**src/rtl/arb_cycle_tracer_pkg.sv**
```systemverilog
// Shared types and defaults for the arbitrage cycle tracer.
// Vertex word layout, FSM encoding and the unreachable sentinel.
package arb_cycle_tracer_pkg;

  localparam int PKG_NODES    = 16;
  localparam int PKG_PRED_W   = $clog2(PKG_NODES);
  localparam int PKG_WEIGHT_W = 32;

  localparam logic [PKG_WEIGHT_W-1:0] PKG_INF_WEIGHT = 32'h777fffff;

  typedef enum logic [2:0] {
    ST_IDLE     = 3'd0,
    ST_SCAN_RD  = 3'd1,
    ST_SCAN_CHK = 3'd2,
    ST_WALK_RD  = 3'd3,
    ST_WALK     = 3'd4,
    ST_EMIT     = 3'd5,
    ST_EMIT_NX  = 3'd6,
    ST_FIN      = 3'd7
  } tracer_state_t;

  typedef struct packed {
    logic [PKG_PRED_W-1:0]   pred;
    logic [PKG_WEIGHT_W-1:0] weight;
  } vert_t;

endpackage

```
**src/rtl/arb_cycle_tracer_relax.sv**
```systemverilog
// relax_check: combinational Bellman-Ford relaxation test.
// Ports: i_svw/i_dvw source/dest weights, i_e edge, o_hit relaxes.
module relax_check
  import arb_cycle_tracer_pkg::*;
#(
  parameter int                   WEIGHT_W   = PKG_WEIGHT_W,
  parameter logic [WEIGHT_W-1:0]  INF_WEIGHT = WEIGHT_W'(PKG_INF_WEIGHT)
) (
  input  logic [WEIGHT_W-1:0] i_svw,
  input  logic [WEIGHT_W-1:0] i_dvw,
  input  logic [WEIGHT_W-1:0] i_e,
  output logic                o_hit
);

  logic signed [WEIGHT_W:0] w_sum;
  logic signed [WEIGHT_W:0] w_dvw;

  // One guard bit so svw+e cannot wrap.
  assign w_sum = $signed({i_svw[WEIGHT_W-1], i_svw})
               + $signed({i_e[WEIGHT_W-1], i_e});
  assign w_dvw = $signed({i_dvw[WEIGHT_W-1], i_dvw});

  assign o_hit = (i_e != '0)
              && (i_svw != INF_WEIGHT)
              && (w_sum < w_dvw);

endmodule

```
**src/rtl/arb_cycle_tracer.sv**
```systemverilog
// arb_cycle_tracer: finds a negative cycle in the relaxed vertex
// matrix, walks into it and streams its vertices (valid/ready).
// Ports: start; vertmat/adjmat read ports (1-cycle latency);
// cyc_valid/ready/vertex/last stream; busy, done, cycle_found,
// overflow, cycle_weight.
// Option: define ARB_CYCLE_TRACER_PROFIT_EN to sum the cycle's
// edge weights into cycle_weight (tied to 0 otherwise).
module arb_cycle_tracer
  import arb_cycle_tracer_pkg::*;
#(
  parameter int                   NODES      = PKG_NODES,
  parameter int                   PRED_W     = $clog2(NODES),
  parameter int                   WEIGHT_W   = PKG_WEIGHT_W,
  parameter logic [WEIGHT_W-1:0]  INF_WEIGHT = WEIGHT_W'(PKG_INF_WEIGHT)
) (
  input  logic                         clk,
  input  logic                         reset_n,
  input  logic                         start,
  input  logic [PRED_W+WEIGHT_W-1:0]   vertmat_q_a,
  input  logic [PRED_W+WEIGHT_W-1:0]   vertmat_q_b,
  input  logic [WEIGHT_W-1:0]          adjmat_q,
  output logic [PRED_W-1:0]            vertmat_addr_a,
  output logic [PRED_W-1:0]            vertmat_addr_b,
  output logic [PRED_W-1:0]            adjmat_row_addr,
  output logic [PRED_W-1:0]            adjmat_col_addr,
  output logic                         cyc_valid,
  input  logic                         cyc_ready,
  output logic [PRED_W-1:0]            cyc_vertex,
  output logic                         cyc_last,
  output logic                         busy,
  output logic                         done,
  output logic                         cycle_found,
  output logic                         overflow,
  output logic [WEIGHT_W+PRED_W-1:0]   cycle_weight
);

  localparam int CNT_W = $clog2(NODES + 1);
  localparam logic [CNT_W-1:0]  CNT_MAX = CNT_W'(NODES);
  localparam logic [PRED_W-1:0] LAST_IX = PRED_W'(NODES - 1);

  // Pre-read cycles before a beat is shown: vertex data, and with
  // profit tracking also the edge read addressed by pred(x).
`ifdef ARB_CYCLE_TRACER_PROFIT_EN
  localparam logic [1:0] PH_RDY = 2'd3;
`else
  localparam logic [1:0] PH_RDY = 2'd1;
`endif

  tracer_state_t      r_state;
  logic [PRED_W-1:0]  r_u;
  logic [PRED_W-1:0]  r_v;
  logic [PRED_W-1:0]  r_x;
  logic [PRED_W-1:0]  r_start_v;
  logic [CNT_W-1:0]   r_step;
  logic [1:0]         r_ph;
  logic [PRED_W-1:0]  r_addr_a;
  logic [PRED_W-1:0]  r_addr_b;
  logic [PRED_W-1:0]  r_row;
  logic [PRED_W-1:0]  r_col;
  logic               r_found;
  logic               r_ovf;

  logic [PRED_W-1:0]   w_qa_pred;
  logic [WEIGHT_W-1:0] w_qa_w;
  logic [WEIGHT_W-1:0] w_qb_w;
  logic                w_hit;
  logic                w_emit_rdy;
  logic [PRED_W-1:0]   w_u_nx;
  logic [PRED_W-1:0]   w_v_nx;
  logic [CNT_W-1:0]    w_step_nx;
  logic                w_unused_qb;

  assign w_qa_pred = vertmat_q_a[PRED_W+WEIGHT_W-1 -: PRED_W];
  assign w_qa_w    = vertmat_q_a[WEIGHT_W-1:0];
  assign w_qb_w    = vertmat_q_b[WEIGHT_W-1:0];
  assign w_unused_qb = ^vertmat_q_b[PRED_W+WEIGHT_W-1 -: PRED_W];

  relax_check #(
    .WEIGHT_W   (WEIGHT_W),
    .INF_WEIGHT (INF_WEIGHT)
  ) u_relax (
    .i_svw (w_qa_w),
    .i_dvw (w_qb_w),
    .i_e   (adjmat_q),
    .o_hit (w_hit)
  );

  assign w_v_nx    = (r_v == LAST_IX) ? '0 : r_v + 1'b1;
  assign w_u_nx    = (r_v == LAST_IX) ? r_u + 1'b1 : r_u;
  assign w_step_nx = r_step + 1'b1;
  assign w_emit_rdy = (r_state == ST_EMIT) && (r_ph == PH_RDY);

`ifdef ARB_CYCLE_TRACER_PROFIT_EN
  logic [WEIGHT_W+PRED_W-1:0] r_wsum;
  logic [WEIGHT_W+PRED_W-1:0] w_e_ext;

  assign w_e_ext = {{PRED_W{adjmat_q[WEIGHT_W-1]}}, adjmat_q};

  always_ff @(posedge clk or negedge reset_n) begin
    if (!reset_n) begin
      r_wsum <= '0;
    end else if (r_state == ST_IDLE && start) begin
      r_wsum <= '0;
    end else if (w_emit_rdy && cyc_ready) begin
      r_wsum <= r_wsum + w_e_ext;
    end
  end

  assign cycle_weight = r_wsum;
`else
  assign cycle_weight = '0;
`endif

  always_ff @(posedge clk or negedge reset_n) begin
    if (!reset_n) begin
      r_state   <= ST_IDLE;
      r_u       <= '0;
      r_v       <= '0;
      r_x       <= '0;
      r_start_v <= '0;
      r_step    <= '0;
      r_ph      <= '0;
      r_addr_a  <= '0;
      r_addr_b  <= '0;
      r_row     <= '0;
      r_col     <= '0;
      r_found   <= 1'b0;
      r_ovf     <= 1'b0;
    end else begin
      unique case (r_state)
        ST_IDLE: begin
          if (start) begin
            r_u      <= '0;
            r_v      <= '0;
            r_addr_a <= '0;
            r_addr_b <= '0;
            r_row    <= '0;
            r_col    <= '0;
            r_found  <= 1'b0;
            r_ovf    <= 1'b0;
            r_state  <= ST_SCAN_RD;
          end
        end
        ST_SCAN_RD: begin
          r_state <= ST_SCAN_CHK;
        end
        ST_SCAN_CHK: begin
          if (w_hit) begin
            r_x      <= r_v;
            r_addr_a <= r_v;
            r_step   <= '0;
            r_row    <= '0;
            r_col    <= '0;
            r_state  <= ST_WALK_RD;
          end else if (r_u == LAST_IX && r_v == LAST_IX) begin
            r_found <= 1'b0;
            r_row   <= '0;
            r_col   <= '0;
            r_state <= ST_FIN;
          end else begin
            r_u      <= w_u_nx;
            r_v      <= w_v_nx;
            r_addr_a <= w_u_nx;
            r_addr_b <= w_v_nx;
            r_row    <= w_u_nx;
            r_col    <= w_v_nx;
            r_state  <= ST_SCAN_RD;
          end
        end
        ST_WALK_RD: begin
          r_state <= ST_WALK;
        end
        ST_WALK: begin
          // NODES pred hops from any vertex land inside the cycle.
          r_x      <= w_qa_pred;
          r_addr_a <= w_qa_pred;
          if (w_step_nx == CNT_MAX) begin
            r_start_v <= w_qa_pred;
            r_step    <= '0;
            r_ph      <= '0;
            r_state   <= ST_EMIT;
          end else begin
            r_step  <= w_step_nx;
            r_state <= ST_WALK_RD;
          end
        end
        ST_EMIT: begin
          if (r_ph != PH_RDY) begin
            r_ph <= r_ph + 2'd1;
`ifdef ARB_CYCLE_TRACER_PROFIT_EN
            if (r_ph == 2'd1) begin
              r_row <= w_qa_pred;
              r_col <= r_x;
            end
`endif
          end else if (cyc_ready) begin
            r_step  <= w_step_nx;
            r_state <= ST_EMIT_NX;
          end
        end
        ST_EMIT_NX: begin
          if (w_qa_pred == r_start_v) begin
            r_found <= 1'b1;
            r_state <= ST_FIN;
          end else if (r_step == CNT_MAX) begin
            r_ovf   <= 1'b1;
            r_found <= 1'b0;
            r_state <= ST_FIN;
          end else begin
            r_x      <= w_qa_pred;
            r_addr_a <= w_qa_pred;
            r_ph     <= '0;
            r_state  <= ST_EMIT;
          end
        end
        ST_FIN: begin
          r_addr_a <= '0;
          r_addr_b <= '0;
          r_row    <= '0;
          r_col    <= '0;
          r_state  <= ST_IDLE;
        end
        default: begin
          r_state <= ST_IDLE;
        end
      endcase
    end
  end

  assign vertmat_addr_a  = r_addr_a;
  assign vertmat_addr_b  = r_addr_b;
  assign adjmat_row_addr = r_row;
  assign adjmat_col_addr = r_col;

  assign cyc_valid   = w_emit_rdy;
  assign cyc_vertex  = w_emit_rdy ? r_x : '0;
  // Lookahead: q_a holds x's word, so pred(x) is already known.
  assign cyc_last    = w_emit_rdy && (w_qa_pred == r_start_v);
  assign busy        = (r_state != ST_IDLE);
  assign done        = (r_state == ST_FIN);
  assign cycle_found = r_found;
  assign overflow    = r_ovf;

endmodule

```
**config.mk**
```make
export PLATFORM = sky130hd
export DESIGN_NAME = arb_cycle_tracer
export DESIGN_NICKNAME = d
export VERILOG_FILES = /design/src/rtl/arb_cycle_tracer_pkg.sv /design/src/rtl/arb_cycle_tracer_relax.sv /design/src/rtl/arb_cycle_tracer.sv
export SDC_FILE = /design/constraint.sdc
export NUM_CORES = 1
export LEC_CHECK = 0
export ABC_CLOCK_PERIOD_IN_PS = 3200
export CAP_MARGIN = 20
export CORE_MARGIN = 2
export CORE_UTILIZATION = 48
export CTS_CLUSTER_DIAMETER = 50
export DETAILED_ROUTE_END_ITERATION = 12
export GPL_TIMING_DRIVEN = 0
export PLACE_DENSITY = 0.83
export SETUP_SLACK_MARGIN = 0.02
export SYNTH_ARGS = -nofsm -noshare
export SYNTH_HDL_FRONTEND = slang
export SYNTH_SLANG_ARGS = --single-unit
```
**constraint.sdc**
```tcl
create_clock -name clk -period 3.2 [get_ports clk]
set_input_delay 0.32 -clock clk [delete_from_list [all_inputs] [get_ports clk]]
set_output_delay 0.32 -clock clk [all_outputs]
set_load 0.05 [all_outputs]
```
# Word level (Yosys, flattened, before mapping)
# Index checks and enable logic that the tools add are counted.
# Widths: inputs -> output; s select.
# word_totals
reg_bits	44
inputBits	108
elab_cells	126
# classes
n_addsub	5
n_lt_le_gt_ge	1
eq_ne	29
muxes	51
reduce_logical	27
# ops
op	n
$mux 4	16
$pmux 4 s3	4
$add 32x32->33	1
$lt 33x32->1	1
$ne 32x31->1 const B	1
$reduce_bool 32->1	1
$pmux 3 s8	1
$mux 5	4
$ne 2x2->1 const B	10
$pmux 4 s5	1
$reduce_and 4->1	5
$mux 3	6
$reduce_bool 3->1	6
$pmux 4 s2	2
$pmux 5 s3	1
$reduce_and 5->1	3
$eq 3x3->1 const B	4
$mux 2	6
$eq 5x5->1 const B	2
$add 4x1->4 const B	2
$eq 4x4->1 const B	2
$mux 1	7
$eq 3x2->1 const B	2
$ne 2x1->1 const B	3
other kinds (16)	22

# Longest topological paths before layout
# Gate-level depths: netlist of the first run.
# depth
depth_word	5
depth_mapped	23

# Modules after synthesis
# From an unflattened synthesis of the first run, not the netlist that was laid out.
# hier_totals
cells_unflattened	685
hier_area_um2	5620.4
# by_module_without_submodules
mod	n_inst	cells_each	area_per_inst_um2	seq_area_each_um2
relax_check	1	398	2876.5	0.0
arb_cycle_tracer	1	287	2743.9	1101.1

# Worst setup path before layout of the first run
# OpenSTA, ideal clock, no wires.
# synth_path
kind	input to register
from	in vertmat_q_a[0]
to	reg r_addr_a[0], in the netlist vertmat_addr_a[0]
setup_time_ns	0.125
arrival_time_ns	4.891
setup_slack_ns	-1.817
stages	21
n_path_buf	0
path_cell_list	ha_1 -> inv_1 -> fa_1 -> nor2b_1 -> o21a_1 -> o21ai_0 -> a211o_1 -> a21oi_1 -> o2111ai_1 -> a31oi_1 -> a311oi_1 -> a31o_2 -> ha_1 -> nand4_2 -> or3_1 -> o221a_1 -> and3_1 -> a21o_1 -> or3_1 -> and3b_4 -> mux2_4
# synth_via
elab_chain_cells	5
elab_cells_between_ends	9
cone_classes	add/sub: 1; order compare: 1; eq/ne: 2; mux: 2; reduce/logical: 3
# synth_rtl
element	line_no	source
from (decl)	arb_cycle_tracer.sv:19	input logic [PRED_W+WEIGHT_W-1:0] vertmat_q_a,
$add 32x32->33 or $ne 32x31->1 (tied branches)	arb_cycle_tracer_relax.sv:20, arb_cycle_tracer_relax.sv:24	
$lt 33x32->1 or $logic_and 1x1->1 (tied branches)	arb_cycle_tracer_relax.sv:25, arb_cycle_tracer_relax.sv:24	
$logic_and 1x1->1 (*)	arb_cycle_tracer_relax.sv:25	&& (w_sum < w_dvw);
$ne 3x2->1 (no line) or $mux 4 (tied branches)	--	
$reduce_and 5->1 (no line) or $pmux 4 s5 (tied branches)	--	
to (signal assigned)	arb_cycle_tracer.sv:150	r_addr_a <= r_v;
to (signal assigned)	arb_cycle_tracer.sv:163	r_addr_a <= w_u_nx;
to (signal assigned)	arb_cycle_tracer.sv:176	r_addr_a <= w_qa_pred;
to (decl)	arb_cycle_tracer.sv:56	logic [PRED_W-1:0] r_addr_a;
# Mark *: on every way between the ends. The rest lies on a longest branch, timed or not.
# A chain may end at the register's enable or synchronous reset.

# Worst setup path after layout of the first run
# layout_path
from	in adjmat_q[4]
to	reg r_u[2]
# layout_via
elab_chain_cells	5
elab_cells_between_ends	7
cone_classes	add/sub: 1; order compare: 1; eq/ne: 1; reduce/logical: 4
# layout_rtl
element	line_no	source
from (decl)	arb_cycle_tracer.sv:21	input logic [WEIGHT_W-1:0] adjmat_q,
$add 32x32->33 or $reduce_bool 32->1 (tied branches)	arb_cycle_tracer_relax.sv:20, arb_cycle_tracer_relax.sv:23	
$lt 33x32->1 or $logic_and 1x1->1 (tied branches)	arb_cycle_tracer_relax.sv:25, arb_cycle_tracer_relax.sv:24	
$logic_and 1x1->1 (*)	arb_cycle_tracer_relax.sv:25	
$ne 2x2->1 (no line) (*)	--	
$reduce_and 4->1 (no line) (*)	--	
to (signal assigned)	arb_cycle_tracer.sv:161	r_u <= w_u_nx;
to (decl)	arb_cycle_tracer.sv:50	logic [PRED_W-1:0] r_u;
# Marks and branches as above.

==> metrics.md, run 1 <==
| Metric | Value |
|---|---|
| Run status | `finished with violations` |
| Violations in the final reports | `setup timing` |
| Setup clock skew after layout | `roughly 11 ps` |
| Synth Warn # | `0` |
| Power per Cell Area | `458 nW/µm²` |
| All-layer global routing usage | `28.0%` |
| Critical path's slowest cell | `sky130_fd_sc_hd__clkdlybuf4s50_1` |
| Net Sw Power | `around 0.0016 W` |
| Delay of the slowest cell on the worst path | `520 ps` |
| Final cell count without fillers | `960` |
| Inserted Clock Buffers | `5` |
| Total number of H-tree levels | `2` |
| Placeable Area | `between 10,000 and 15,000 µm²` |
| Clock tree from TritonCTS | `done` |
| Setup Viol. Count Final | `36` |
| Worst EP arrival | `between 5000 and 6000 ps` |
| Post-synthesis cell count | `between 600 and 700` |
| Number of distinct standard cells referenced by the synthesized netlist | `61` |
| RSZ-0062 raised after global routing | `true` |
| Final number of hold-violating endpoints | `0` |
| Final critical delay including setup and external delays | `roughly 4800 ps` |
| Vertical die dimension | `between 100 and 150 µm` |
| Maximum number of pins on one net before global-route repair | `32` |
| Final routed wire length divided by cell count | `between 15 and 20 µm` |
| Cell Int Power | `roughly 0.0019 W` |
| Die Outline Area | `11,500 µm²` |
| Antenna cell count | `0` |
| Async SR Flop Fraction | `100%` |
| Reg2reg start | `r_v[0]` |
| Final WS setup | `-1620 ps` |
| Ordered list of cells on the worst path | `clkdlybuf4s50_1, ha_4, nor2_2, nor3_2, a32oi_2, a21oi_2, a31oi_2, a22oi_2, a221o_1, a21oi_2, xnor2_1, ha_1, buf_4, a21o_1, a221oi_2, o221a_1, mux2i_2, a21oi_2, buf_4, and3_4, nor2_4, mux2_4` |
| Biggest area consumer among synthesized cells | `sky130_fd_sc_hd__dfrtp_1` |
| Synth top area share | `between 20% and 30%` |
| Max-cap check violation count | `0` |
| Share of cells above drive strength 1 | `between 20 and 25%` |
| Worst-case clock buffer depth | `2` |
| Via total after detailed routing | `~5.4k` |
| Dominant register cell in the synthesized netlist | `sky130_fd_sc_hd__dfrtp_1` |
| Gate power share | `67.2%` |
| Number of fillers in the final layout | `between 700 and 800` |
| Req. time, crit path | `3380 ps` |
| Part of the total power dissipated in sequential elements | `22.1%` |
| Ratio of final minimum period to clock period | `151%` |
| Highest clock frequency the design can meet | `slightly above 200 MHz` |
| Hold/Removal Path Class | `primary input to asynchronous set/reset pin` |
| Fraction of the core area covered by cells at the end of the flow | `approximately three quarters` |
| Leading cell types by total area after synthesis | `sky130_fd_sc_hd__dfrtp_1, sky130_fd_sc_hd__ha_1, sky130_fd_sc_hd__a21oi_1` |
| Length of the first detailed-routing pass in iterations | `5` |
| CP most frequent cell | `sky130_fd_sc_hd__a21oi_2` |
| Number of global-route vias before repair | `between 5k and 6k` |
| Post-Synthesis Cell Area | `around 5100 µm²` |
| Vias per inst | `roughly 5.6` |
| Final max-slew violation count | `0` |
| Remaining routing DRC violations | `0` |
| Top delay family on crit path | `compound AO/OA/AOI/OAI gates` |
| Syn-to-layout area delta | `48.2%` |
| Clock Sink Count | `44` |
| Number of buffer and inverter instances along the worst setup path | `3` |
| Num rows | `37` |
| Number of nets in the layout | `about 1.0k` |
| Type of the worst setup path | `primary input to register` |
| Global-route wire length before repair | `roughly 26,000 µm` |
| Category of the worst setup path capture point | `register` |
| Latest clock arrival within the worst-skew pair | `around 300 ps` |
| Slew HR | `between 30% and 40%` |
| Final sum of negative setup slack | `-53,120 ps` |
| I/O pin cnt | `between 150 and 200` |
| Clock root buffer | `sky130_fd_sc_hd__clkbuf_8` |
| Maximum vdd ir drop | `0.444 mV` |
| Clock-pin slew on the worst setup and hold paths | `around 90 ps` |
| Horiz. Die Dim | `between 100 and 150 µm` |
| Register bit total from synthesis | `44` |
| Type of element launching the critical path | `primary input` |
| Detailed Route WL | `between 15,000 and 20,000 µm` |
| Iteration-0 DRC Markers | `about 280` |
| Antenna violations before repair | `0` |
| Total congestion overflow | `0` |
| Hpwl dp | `around 12,000 µm` |
| Crit-path max FO | `5` |
| # port buffers | `approximately 130` |
| CP startpoint | `adjmat_q[4]` |
| Static leakage | `approximately 3.5 nW` |
| Part of the total power dissipated in the clock network | `about a tenth` |
| GPL Wtd Cong | `between 0.9 and 1` |
| Number of instances in the placed design | `a little over 900` |
| Initial core utilization | `~50%` |
| Count of antenna-violating nets left after detailed routing | `0` |
| Count of flip-flops with a built-in enable after synthesis | `0` |
| Worst-Margin Slew | `905 ps` |
| Sw Share | `a little under half` |
| Portion of the post-synthesis area used by sequential elements | `21.4%` |
| Mean post-synth cell area | `around 8 µm²` |
-- cells in the mapped netlist (5+ instances only) --
| cell | count |
|---|---|
| sky130_fd_sc_hd__buf_4 | 36 |
| sky130_fd_sc_hd__o31ai_1 | 6 |
| sky130_fd_sc_hd__a22o_1 | 6 |
| sky130_fd_sc_hd__and3_1 | 12 |
| sky130_fd_sc_hd__clkbuf_1 | 11 |
| sky130_fd_sc_hd__o21ai_0 | 21 |
| sky130_fd_sc_hd__inv_1 | 54 |
| sky130_fd_sc_hd__mux2_2 | 10 |
| sky130_fd_sc_hd__ha_1 | 69 |
| sky130_fd_sc_hd__a21o_1 | 32 |
| sky130_fd_sc_hd__nand2b_1 | 5 |
| sky130_fd_sc_hd__xnor2_1 | 29 |
| sky130_fd_sc_hd__nor3_1 | 10 |
| sky130_fd_sc_hd__o21bai_1 | 8 |
| sky130_fd_sc_hd__nor2_1 | 36 |
| sky130_fd_sc_hd__nand2_1 | 40 |
| sky130_fd_sc_hd__nor4_1 | 10 |
| sky130_fd_sc_hd__a21oi_1 | 58 |
| sky130_fd_sc_hd__dfrtp_1 | 44 |
| sky130_fd_sc_hd__nand4_1 | 17 |
| sky130_fd_sc_hd__nor2b_1 | 9 |
| sky130_fd_sc_hd__a31oi_1 | 7 |
| sky130_fd_sc_hd__xor2_1 | 9 |
| sky130_fd_sc_hd__nand3_1 | 12 |
| sky130_fd_sc_hd__and2_1 | 8 |
-- power groups by stage --
stage          sequential, W  clock [W]  combinational, W
6_report            0.000770   0.000372           0.00234
5_1_grt             0.000786   0.000397           0.00252
4_1_cts             0.000766   0.000381           0.00225
3_5_place_dp        0.000788          0           0.00201
3_3_place_gp        0.000786          0           0.00197
2_1_floorplan       0.000933          0           0.00128
-- flip-flops by register name (all words and copies together), names as in the netlist --
| name | flops |
|---|---|
| r_u | 4 |
| r_step | 5 |
| r_ph | 2 |
| r_start_v | 4 |
| adjmat_col_addr | 4 |
| adjmat_row_addr | 4 |
| r_x | 4 |
| cycle_found | 1 |
| overflow | 1 |
| vertmat_addr_b | 4 |
| vertmat_addr_a | 4 |
| r_v | 4 |
| r_state | 3 |
-- per-stage QoR --
| step | cell area (µm²) | hold WS (ps) | total power [W] | setup WS (ps) |
|---|---|---|---|---|
| after floorplan | 5400 | 24.4 | 0.00222 | -1390 |
| after global placement | 6860 | 464 | 0.00275 | -2430 |
| after detailed placement | 6880 | 244 | 0.00279 | -2550 |
| after CTS | 7520 | 450 | 0.00340 | -1570 |
| after global routing | 7610 | 466 | 0.00370 | -1840 |
| final | 7610 | 446 | 0.00348 | -1620 |
-- per-layer routing --
metal | global-route usage [%] | wire length, µm | up-vias
li1 | - | - | 2591
met1 | 35.8 | 7010 | 2530
met2 | 48.5 | 7590 | 237
met3 | 4.00 | 1170 | 41
met4 | 9.16 | 485 | 0
met5 | 0 | 0 | -
-- worst paths after layout --
kind	to	depth (start not counted)	slack, ps
setup / recovery	r_u[2]	22	-1620
hold / removal	vertmat_addr_a[2]	2	450
setup reg to reg	vertmat_addr_a[1]	7	390
hold reg to reg	adjmat_col_addr[2]	1	490
max in group asynchronous	r_u[3]	3	2270
min in group clk	adjmat_col_addr[2]	1	490
-- layout make-up --
type	count	area [µm²]	share of cell area, %
Multi-Input combinational cell	514	4180	55.0
Inverter	54	203	2.66
Sequential cell	44	1100	14.5
Timing Repair Buffer	156	1530	20.1
Clock buffer	6	82.6	1.09
Tap cell	136	170	2.24
Clock inverter	2	15.0	0.197
Buffer	48	323	4.24
-- placed cells by master, fill, tap and decap left out, types with 4 or more instances in the layout --
cell type                         netlist  final
sky130_fd_sc_hd__nand2b_1               5      5
sky130_fd_sc_hd__inv_1                 54     52
sky130_fd_sc_hd__dfrtp_1               44     44
sky130_fd_sc_hd__dlygate4sd2_1          0     20
sky130_fd_sc_hd__and3_1                12     10
sky130_fd_sc_hd__clkbuf_1              11     11
sky130_fd_sc_hd__mux2_4                 4      8
sky130_fd_sc_hd__nand2_1               40     40
sky130_fd_sc_hd__nor3_1                10      7
sky130_fd_sc_hd__nand4_1               17     17
sky130_fd_sc_hd__conb_1                 1     36
sky130_fd_sc_hd__buf_4                 36     52
sky130_fd_sc_hd__a21oi_2                0      9
sky130_fd_sc_hd__o21ai_0               21     13
sky130_fd_sc_hd__clkbuf_8               0      6
sky130_fd_sc_hd__ha_4                   0     16
sky130_fd_sc_hd__a31oi_1                7      5
sky130_fd_sc_hd__clkdlybuf4s50_1        0    104
sky130_fd_sc_hd__xor2_1                 9      9
sky130_fd_sc_hd__nor2_1                36     31
sky130_fd_sc_hd__o21bai_1               8      8
sky130_fd_sc_hd__nor4_1                10     10
sky130_fd_sc_hd__nand3_1               12     11
sky130_fd_sc_hd__and2_1                 8      7
sky130_fd_sc_hd__o22a_1                 4      4
sky130_fd_sc_hd__a21o_1                32     32
sky130_fd_sc_hd__nor2_4                 1      4
sky130_fd_sc_hd__a21oi_1               58     48
sky130_fd_sc_hd__a22o_1                 6      6
sky130_fd_sc_hd__mux2_2                10      6
sky130_fd_sc_hd__xnor2_1               29     29
sky130_fd_sc_hd__ha_1                  69     51
sky130_fd_sc_hd__buf_6                  0      8
sky130_fd_sc_hd__nand4b_1               4      4
sky130_fd_sc_hd__nor2b_1                9      8
-- cell families (layout without fill, tap and decap cells) --
| family | count (synthesis) | in the layout | synth area share (%) |
|---|---|---|---|
| AOI/OAI and AO/OA | 176 | 176 | 22.6 |
| adders and majority gates | 70 | 70 | 17.2 |
| other | 1 | 36 | 0.0730 |
| buffers and inverters | 103 | 266 | 10.2 |
| muxes | 17 | 17 | 3.95 |
| xor gates and xnor gates | 38 | 38 | 6.48 |
| DFF | 44 | 44 | 21.4 |
| and+or+nand+nor | 177 | 177 | 18.1 |
-- repair_timing --
item | CTS | global route
setup endpoints to repair | 36 | 36
buffers inserted | 20 | 6
hold buffers | 1 | 0
hold endpoints to repair | 13 | 0
resized for setup | 105 | 19
pin swaps | 36 | 22
(Power assumes the default switching activity.)
==> run 2, diff against run 1 <==
SETUP_SLACK_MARGIN = unset   (was 0.02)
SKIP_CTS_REPAIR_TIMING = 1   (was unset)
==> run 2 against run 1 <==
Effect of this change:
- the flow still finishes with violations (setup timing)
- via count rose by 0.76%
- clock power barely moved
- combinational power rose by 3%
- count of clock-buffer cells in the layout did not move
- critical path depth fell by 2
- utilization rose by 1.8 points
- sequential share of layout area fell by 0.35 points
- first-iteration DRC count rose by 11%
- design area rose by 2.5%
- power rose by 1.7%
- clock skew rose by 3.5 ps
- wire length rose by 0.86%
- critical path type unchanged
- highest routed layer unchanged
==> metrics.md, run 2 (synthesized netlist as in run 1, its figures left out) <==
| Metric | Value |
|---|---|
| Crit-path max FO | `4` |
| GPL Wtd Cong | `0.935` |
| Type of element launching the critical path | `primary input` |
| Reg2reg start | `r_v[0]` |
| Most common cell after layout, fill and taps aside | `sky130_fd_sc_hd__clkdlybuf4s50_1` |
| Static leakage | `between 3 and 4 nW` |
| Power per Cell Area | `455 nW/µm²` |
| Maximum vdd ir drop | `approximately 0.47 mV` |
| Violations in the final reports | `setup timing` |
| Maximum number of pins on one net before global-route repair | `32` |
| Req. time, crit path | `between 3000 and 4000 ps` |
| Run status | `finished with violations` |
| Number of fillers in the final layout | `730` |
| Ratio of final minimum period to clock period | `149%` |
| Count of antenna-violating nets left after detailed routing | `0` |
| Category of the worst setup path capture point | `register` |
| Worst EP arrival | `slightly below 5000 ps` |
| Global-route wire length before repair | `~24,000 µm` |
| Antenna violations before repair | `0` |
| Iteration-0 DRC Markers | `313` |
| Clock root buffer | `sky130_fd_sc_hd__clkbuf_8` |
| Antenna cell count | `0` |
| Total congestion overflow | `0` |
| Horiz. Die Dim | `~110 µm` |
| Clock-pin slew on the worst setup and hold paths | `90 ps` |
| Detailed Route WL | `approximately 16,000 µm` |
| Final routed wire length divided by cell count | `between 15 and 20 µm` |
| Clock Sink Count | `between 40 and 50` |
| Clock tree from TritonCTS | `done` |
| Share of cells above drive strength 1 | `21.2%` |
| Hpwl dp | `between 10,000 and 15,000 µm` |
| # port buffers | `between 100 and 150` |
| Syn-to-layout area delta | `51.8%` |
| Max-cap check violation count | `0` |
| Final max-slew violation count | `0` |
| Placeable Area | `between 10,000 and 15,000 µm²` |
| Via total after detailed routing | `5,440` |
| Final WS setup | `-1570 ps` |
| Final number of hold-violating endpoints | `0` |
| Initial core utilization | `between 40% and 50%` |
| PnR Total Power | `approximately 0.0035 W` |
| Number of global-route vias before repair | `between 4k and 5k` |
| Inserted Clock Buffers | `5` |
| Register containing the most flip-flops in the final layout | `r_step` |
| RSZ-0062 raised after global routing | `true` |
| Total number of H-tree levels | `2` |
| Hold/Removal Path Class | `primary input to asynchronous set/reset pin` |
| Slew HR | `roughly two fifths` |
| Vertical die dimension | `107 µm` |
| Critical path's slowest cell | `sky130_fd_sc_hd__clkdlybuf4s50_1` |
| Setup Viol. Count Final | `36` |
| Setup clock skew after layout | `between 10 and 15 ps` |
| Worst-Margin Slew | `922 ps` |
| Delay of the slowest cell on the worst path | `roughly 540 ps` |
| Remaining routing DRC violations | `0` |
| Num rows | `37` |
| Hold slack final | `~440 ps` |
| Area of combinational cells with multiple inputs | `4280 µm²` |
| Highest clock frequency the design can meet | `around 210 MHz` |
| I/O pin cnt | `170` |
| Latest clock arrival within the worst-skew pair | `around 300 ps` |
| Flip-flop count of the largest register after layout | `5` |
| All-layer global routing usage | `25.9%` |
| Number of nets in the layout | `1,002` |
| Die Outline Area | `~12,000 µm²` |
| Final critical delay including setup and external delays | `4770 ps` |
| CP startpoint | `vertmat_q_a[11]` |
| Storage element area | `between 1000 and 1500 µm²` |
| Ordered list of cells on the worst path | `clkdlybuf4s50_1, ha_2, nand2_1, a21oi_1, a21oi_2, a21oi_4, a31oi_4, a22oi_2, a221o_1, a21oi_2, xnor2_1, ha_1, nand4_4, or3_4, o221a_4, mux2i_4, a21o_1, or3_4, and3b_4, mux2_4` |
| Commonest cells after routing, fill and taps aside | `sky130_fd_sc_hd__clkdlybuf4s50_1, sky130_fd_sc_hd__buf_4, sky130_fd_sc_hd__inv_1` |
| Worst-case clock buffer depth | `2` |
| Vias per inst | `roughly 5.7` |
| Length of the first detailed-routing pass in iterations | `6` |
| Type of the worst setup path | `primary input to register` |
[run 2: cell types whose count changed in the layout (fill, tap and decap cells not counted), sizes merged]
cell / before / now
clkbuf: 17 / 18
dlymetal6s2s: 0 / 30
dlygate4sd2: 20 / 0
clkdlybuf4s50: 104 / 94
[run 2: path summary, 6_finish.rpt]
| kind | to | slack, ps | depth (start not counted) |
|---|---|---|---|
| setup / recovery | vertmat_addr_a[1] | -1570 | 20 |
| hold / removal | vertmat_addr_a[2] | 440 | 2 |
| setup reg to reg | vertmat_addr_a[1] | 420 | 7 |
| hold reg to reg | adjmat_col_addr[2] | 490 | 1 |
| max in group asynchronous | r_state[1] | 2270 | 3 |
| min in group clk | adjmat_col_addr[2] | 490 | 1 |
[run 2: worst max-delay path, delay by kind of cell]
kind,cells,cell delay (ps)
AO/OA/AOI/OAI,9,1640
XOR/XNOR,1,100
adder cells (fa/ha/maj),2,670
buffers and inverters,1,540
multiplexers,2,500
AND/OR/NAND/NOR,5,1200
[run 2: layout make-up]
cell class	count	share of cell area, %
flip-flops and latches	44	14.1
well taps	136	2.18
multi-input cells	514	54.9
inverters	54	2.60
clock buffers	6	1.06
plain buffers	49	4.29
clock inverters	2	0.193
repair buffers	156	20.6
[run 2: routing by layer]
layer | global-route usage, % | wire length (µm) | vias to the layer above
met5 | 0 | 0 | -
met4 | 4.49 | 293 | 0
li1 | - | - | 2599
met1 | 35.3 | 7000 | 2564
met3 | 2.97 | 1240 | 24
met2 | 44.8 | 7870 | 253
[run 2: metrics by stage]
stage	setup TNS (ps)	utilization [%]	std cells	area, µm²	setup slack, ps
after detailed placement	-82390	66.3	927	6880	-2550
after floorplan	-42340	-	661	5400	-1390
final	-50730	75.2	961	7790	-1570
after global placement	-79890	66.2	926	6860	-2430
after CTS	-71800	67.3	935	6980	-2260
after global routing	-56000	75.2	961	7790	-1720
[run 2: where the power goes]
| group | total, W | leakage, nW | switching, W | internal (W) |
|---|---|---|---|---|
| combinational | 0.00240 | 3.17 | 0.00132 | 0.00107 |
| clock | 0.000373 | 0.0434 | 0.000198 | 0.000175 |
| sequential | 0.000773 | 0.585 | 0.0000999 | 0.000673 |
| total | 0.00354 | 3.80 | 0.00162 | 0.00192 |
